==> config.mk <==
export PLATFORM = sky130hd
export DESIGN_NAME = packet_demux
export DESIGN_NICKNAME = d
export VERILOG_FILES = /design/src/rtl/packet_demux.sv
export SDC_FILE = /design/constraint.sdc
export NUM_CORES = 1
export LEC_CHECK = 0
export ABC_AREA = 1
export CELL_PAD_IN_SITES_DETAIL_PLACEMENT = 2
export CELL_PAD_IN_SITES_GLOBAL_PLACEMENT = 2
export CORE_MARGIN = 2
export CORE_UTILIZATION = 26
export DETAILED_ROUTE_END_ITERATION = 8
export GPL_ROUTABILITY_DRIVEN = 0
export HOLD_SLACK_MARGIN = 0.12
export PLACE_DENSITY_LB_ADDON = 0.12
export SLEW_MARGIN = 20
export SYNTH_ARGS = -nofsm -noshare
export SYNTH_HDL_FRONTEND = slang
export SYNTH_SLANG_ARGS = --single-unit
==> constraint.sdc <==
create_clock -name clk -period 6.4 [get_ports clk]
set_clock_uncertainty 0.05 [all_clocks]
set_input_delay 1.92 -clock clk [delete_from_list [all_inputs] [get_ports clk]]
set_output_delay 1.92 -clock clk [all_outputs]
set_load 0.1 [all_outputs]
==> src/rtl/packet_demux.sv <==
// Channel-tagged Avalon-ST demultiplexer: routes whole packets from one input stream
// to NUM_PORTS registered output streams, dropping and counting unroutable traffic.
module packet_demux #(
   parameter  int NUM_PORTS          = 4,
   parameter  int USER_DATA_WIDTH    = 64,
   parameter  int AVST_ERROR_WIDTH   = 1,
   parameter  int AVST_DATA_WIDTH    = 64,
   parameter  int BIT_POSITION       = 0,
   // get_width(v): number of bits needed to represent the value v
   localparam int AVST_EMPTY_WIDTH   = $clog2(AVST_DATA_WIDTH + 1) - 3,
   localparam int AVST_CHANNEL_WIDTH = (BIT_POSITION != 0) ? NUM_PORTS : $clog2(NUM_PORTS + 1)
) (
   input  logic                          clk,
   input  logic                          rst,
   output logic                          i_avst_ready,
   input  logic                          i_avst_valid,
   input  logic                          i_avst_startofpacket,
   input  logic                          i_avst_endofpacket,
   input  logic [AVST_CHANNEL_WIDTH-1:0] i_avst_channel,
   input  logic [AVST_ERROR_WIDTH-1:0]   i_avst_error,
   input  logic [AVST_EMPTY_WIDTH-1:0]   i_avst_empty,
   input  logic [AVST_DATA_WIDTH-1:0]    i_avst_data,
   input  logic [USER_DATA_WIDTH-1:0]    i_avst_user_data,
   input  logic [NUM_PORTS-1:0]          o_avst_ready,
   output logic [NUM_PORTS-1:0]          o_avst_valid,
   output logic [NUM_PORTS-1:0]          o_avst_startofpacket,
   output logic [NUM_PORTS-1:0]          o_avst_endofpacket,
   output logic [AVST_CHANNEL_WIDTH-1:0] o_avst_channel   [NUM_PORTS],
   output logic [AVST_ERROR_WIDTH-1:0]   o_avst_error     [NUM_PORTS],
   output logic [AVST_EMPTY_WIDTH-1:0]   o_avst_empty     [NUM_PORTS],
   output logic [AVST_DATA_WIDTH-1:0]    o_avst_data      [NUM_PORTS],
   output logic [USER_DATA_WIDTH-1:0]    o_avst_user_data [NUM_PORTS],
   output logic [15:0]                   o_drop_count,
   output logic [1:0]                    dbg_state
);

   localparam int PW = $clog2(NUM_PORTS);

   typedef enum logic [1:0] {
      ST_IDLE = 2'd0,
      ST_FWD  = 2'd1,
      ST_DROP = 2'd2
   } state_t;

   state_t        state;
   logic [PW-1:0] dest;
   logic          chan_ok;
   logic [PW-1:0] chan_port;
   logic          route;
   logic [PW-1:0] tgt;
   logic          accept;
   logic          load;
   logic          drop_evt;

   generate
      if (BIT_POSITION == 0) begin : g_binary
         always_comb begin
            chan_ok   = i_avst_channel < AVST_CHANNEL_WIDTH'(NUM_PORTS);
            chan_port = i_avst_channel[PW-1:0];
         end
      end else begin : g_onehot
         always_comb begin
            chan_ok   = $onehot(i_avst_channel);
            chan_port = '0;
            for (int i = 0; i < NUM_PORTS; i++) begin
               if (i_avst_channel[i]) chan_port = PW'(i);
            end
         end
      end
   endgenerate

   // A SOP always re-decodes the channel, even mid-packet; only FWD continues to dest.
   always_comb begin
      route = 1'b0;
      tgt   = dest;
      if (i_avst_startofpacket) begin
         route = chan_ok;
         tgt   = chan_port;
      end else if (state == ST_FWD) begin
         route = 1'b1;
      end
      if (rst)
         i_avst_ready = 1'b0;
      else if (route)
         i_avst_ready = ~o_avst_valid[tgt] | o_avst_ready[tgt];
      else
         i_avst_ready = 1'b1;
   end

   assign accept   = i_avst_valid & i_avst_ready;
   assign load     = accept & route;
   // Continuation beats of an already-counted dropped packet are not counted again.
   assign drop_evt = accept & ~route & (i_avst_startofpacket | (state != ST_DROP));
   assign dbg_state = state;

   always_ff @(posedge clk) begin
      if (rst) begin
         state        <= ST_IDLE;
         dest         <= '0;
         o_drop_count <= '0;
         o_avst_valid         <= '0;
         o_avst_startofpacket <= '0;
         o_avst_endofpacket   <= '0;
         for (int p = 0; p < NUM_PORTS; p++) begin
            o_avst_channel[p]   <= '0;
            o_avst_error[p]     <= '0;
            o_avst_empty[p]     <= '0;
            o_avst_data[p]      <= '0;
            o_avst_user_data[p] <= '0;
         end
      end else begin
         if (drop_evt && (o_drop_count != 16'hFFFF))
            o_drop_count <= o_drop_count + 16'd1;

         for (int p = 0; p < NUM_PORTS; p++) begin
            if (load && (tgt == PW'(p))) begin
               o_avst_valid[p]         <= 1'b1;
               o_avst_startofpacket[p] <= i_avst_startofpacket;
               o_avst_endofpacket[p]   <= i_avst_endofpacket;
               o_avst_channel[p]       <= i_avst_channel;
               o_avst_error[p]         <= i_avst_error;
               o_avst_empty[p]         <= i_avst_empty;
               o_avst_data[p]          <= i_avst_data;
               o_avst_user_data[p]     <= i_avst_user_data;
            end else if (o_avst_ready[p]) begin
               o_avst_valid[p] <= 1'b0;
            end
         end

         if (accept) begin
            if (i_avst_startofpacket) begin
               if (chan_ok) dest <= chan_port;
               if (i_avst_endofpacket)
                  state <= ST_IDLE;
               else
                  state <= chan_ok ? ST_FWD : ST_DROP;
            end else if (i_avst_endofpacket && (state != ST_IDLE)) begin
               state <= ST_IDLE;
            end
         end
      end
   end

endmodule

==> results.ini <==
[run_status]
status = complete, no violations

[pwr]
switching_share_pct = 27.5
p_leak_nw = 13.2
power.share.clock_pct = 46.6
p_per_area_nw_per_um2 = 264
p_sw_mw = 2.36
ir_drop_mv = 0.155
power_frac_seq_pct = 42.6
p_int_mw = 6.23
combPwrFrac_pct = 10.7

[logic_synthesis]
syn_area_per_cell_um2 = 6.81
yosys_register_bits = 576
yosysWarnings = 0
synth_cells = 3308
synth_area_um2 = 22500
syn-num-nets = 3454
synth_cell_types = 27
yosysSeqAreaShare_pct = 51.2

[floorplanning]
die_y_um = 298
initial_utilization_pct = 26.4
rows = 107
dieWidth_um = 298
core_um2 = 85500
pin_count = 720
die_area_um2 = 89100

[layout]
mostFrequentLayoutCells = nand2_1 (1166), nor2_1 (1138), clkdlybuf4s50_1 (713)
fill_cells = 10000
final_common_cell = nand2_1
drive_gt1_share_pct = 3.68
seqCellArea_um2 = 11500
fin_nets = 4089
layout.cells.non_filler = 5137
syn_to_final_growth_pct = 44.4
multi_input_area_um2 = 9110

[global_route]
grt_pass1_vias = 23000
grt_pass1_wl_um = 143000
antenna_found_initial = 8
grt_overflow_total = 0
grt_max_degree = 169
track_usage_pct = 20.9

[drt]
routed_wl_um = 95700
drt_pass1_iterations = 5
drt-wirelength-per-cell_um = 18.6
vias = 22400
drc = 0
via_per_inst = 4.35
ant_nets = 0
drt-initial-drc-count = 672

[clock_tree]
cts_resized = 0
cts_setup_buffers = 0
cts_sinks = 576
clockBufferDepth = 3
clk_latency_ps = 620
htree_levels = 3
clock-root-buffer = clkbuf_16
tritoncts = yes
clkSlewWorstSetupHoldPaths_ps = 50
numCtsBuffers = 73
cts-hold-fix-buffers = 0

[critical_path]
crit_family = buffers and inverters
required_ps = 4430
reg2regPathDepth = 15
cp-end-kind = output pin
crit_top_cell = nand2_1
crit_path_max_fanout = 11
crit_chain = clkdlybuf4s50_1 -> inv_2 -> nand2_1 -> nand2_2 -> nand2_1 -> nand2_1 -> nand2_1 -> nand2_1 -> inv_2 -> nand2_1 -> inv_1 -> a21oi_1 -> buf_12
arrival_ps = 3940
critPathLaunchType = input port
critPathMaxStageDelay_ps = 520
cpMaxStageDelayCell = clkdlybuf4s50_1
path_class = in -> out
critPathBufInv = 5
r2r-start = dest[0]
ff2ff_setup_slack_ps = 3690
rr_endpoint = o_avst_data[15]

[sta]
worst_slew_pin_slew_ps = 1200
fmax_mhz = 169
tns_ps = 0
hold_viol = 0
fin_crit_sh_pct = 92.3
slew_viol_final = 0
setup_viol = 0
worst_slack_ps = 493
relSlewSlack_pct = 20.0
fin_crit_ps = 5910
rsz0062_at_grt = no

[min_path]
min_to = o_avst_data[58]
whs_path_depth = 2
hp-class = reg -> reg
hold_start = o_avst_data[58]

[run]
maxCapViolCount = 0

[place]
pre_cts_ws_ps = 495
port_buffers = 719
dpl.hpwl_um = 69100
placed_cells_incl_taps = 5012

## cells by family (layout without fill, tap and decap cells)
kind of cell	after synthesis	count (layout)	share of synthesized area, %
other cells	0	1	0
xor+xnor	4	4	0.155
buf+inv	352	1036	8.42
compound gates	22	22	0.511
flops	576	576	51.2
fa+ha+maj	1	1	0.0555
simple gates	2353	2353	39.7
## layer usage
layer / global-route usage (%) / part of all wire (%)
met2: 38.0 / 50
met3: 7.60 / 8.3
met5: 0 / 0.095
met1: 22.1 / 38
met4: 6.87 / 3.0
## worst max path at each step
stage	from	endpoint	slack, ps	depth (start not counted)
2_1_floorplan	i_avst_startofpacket	i_avst_ready	380	11
3_3_place_gp	i_avst_startofpacket	i_avst_ready	580	13
3_5_place_dp	i_avst_startofpacket	i_avst_ready	490	13
4_1_cts	i_avst_startofpacket	i_avst_ready	480	13
5_1_grt	i_avst_startofpacket	i_avst_ready	340	13
6_report	i_avst_startofpacket	i_avst_ready	490	13
## metrics by stage
| stage | cell area (um2) | power (mW) | hold WS, ps | util (%) |
|---|---|---|---|---|
| 5_1_grt | 32600 | 8.96 | 449 | 38.1 |
| 3_5_place_dp | 30300 | 4.68 | 422 | 35.4 |
| 6_report | 32600 | 8.59 | 428 | 38.1 |
| 2_1_floorplan | 22500 | 4.37 | 407 | - |
| 4_1_cts | 32600 | 8.75 | 435 | 38.1 |
| 3_3_place_gp | 30300 | 4.67 | 410 | 35.4 |
## cells in the mapped netlist, drive strengths merged
master	instances	area, um2
dfxtp	576	11500
nor3	13	65.1
ha	1	12.5
a31oi	2	12.5
inv	167	627
xor2	1	8.76
buf	147	1130
a211oi	1	7.51
xnor2	3	26.3
clkbuf	38	143
nand3	19	95.1
a21oi	13	65.1
nor2	1143	4320
and2	1	6.26
nand2	1169	4400
nor3b	1	7.51
nand4	6	52.6
nor4	1	6.26
o21ai	6	30.0
## flip-flops by register name (all words and copies together) (netlist names)
| name | flops |
|---|---|
| o_avst_channel | 12 |
| dbg_state | 2 |
| o_avst_data | 256 |
| o_avst_startofpacket | 4 |
| o_avst_error | 4 |
| o_avst_empty | 16 |
| o_drop_count | 16 |
| dest | 2 |
| o_avst_user_data | 256 |
| o_avst_valid | 4 |
| o_avst_endofpacket | 4 |
## worst reg2reg max path: cells and delay by family, from the launching register on
family                 cells  cell delay (ps)
DFF                        1              370
buffers and inverters      3              540
and+or+nand+nor           12             1630
## cell type report
cell class                      instances  share of cell area [%]
Inverter                              167                    1.95
Sequential cell                       576                    35.4
Tap cell                             1144                    4.40
Timing Repair Buffer                  745                    23.2
Clock buffer                          111                    6.57
Multi-Input combinational cell       2380                    28.0
Clock inverter                         13                   0.434
Antenna cell                            1                 0.00768
## power by group through the flow
stage               clock network (mW)  registers, mW  logic (mW)
finish                            4.01           3.66       0.921
global route                      4.30           3.67       0.989
CTS                               4.15           3.66       0.938
detailed placement                   0           3.74       0.933
global placement                     0           3.74       0.927
floorplan                            0           4.09       0.274
(Power assumes the default switching activity.)
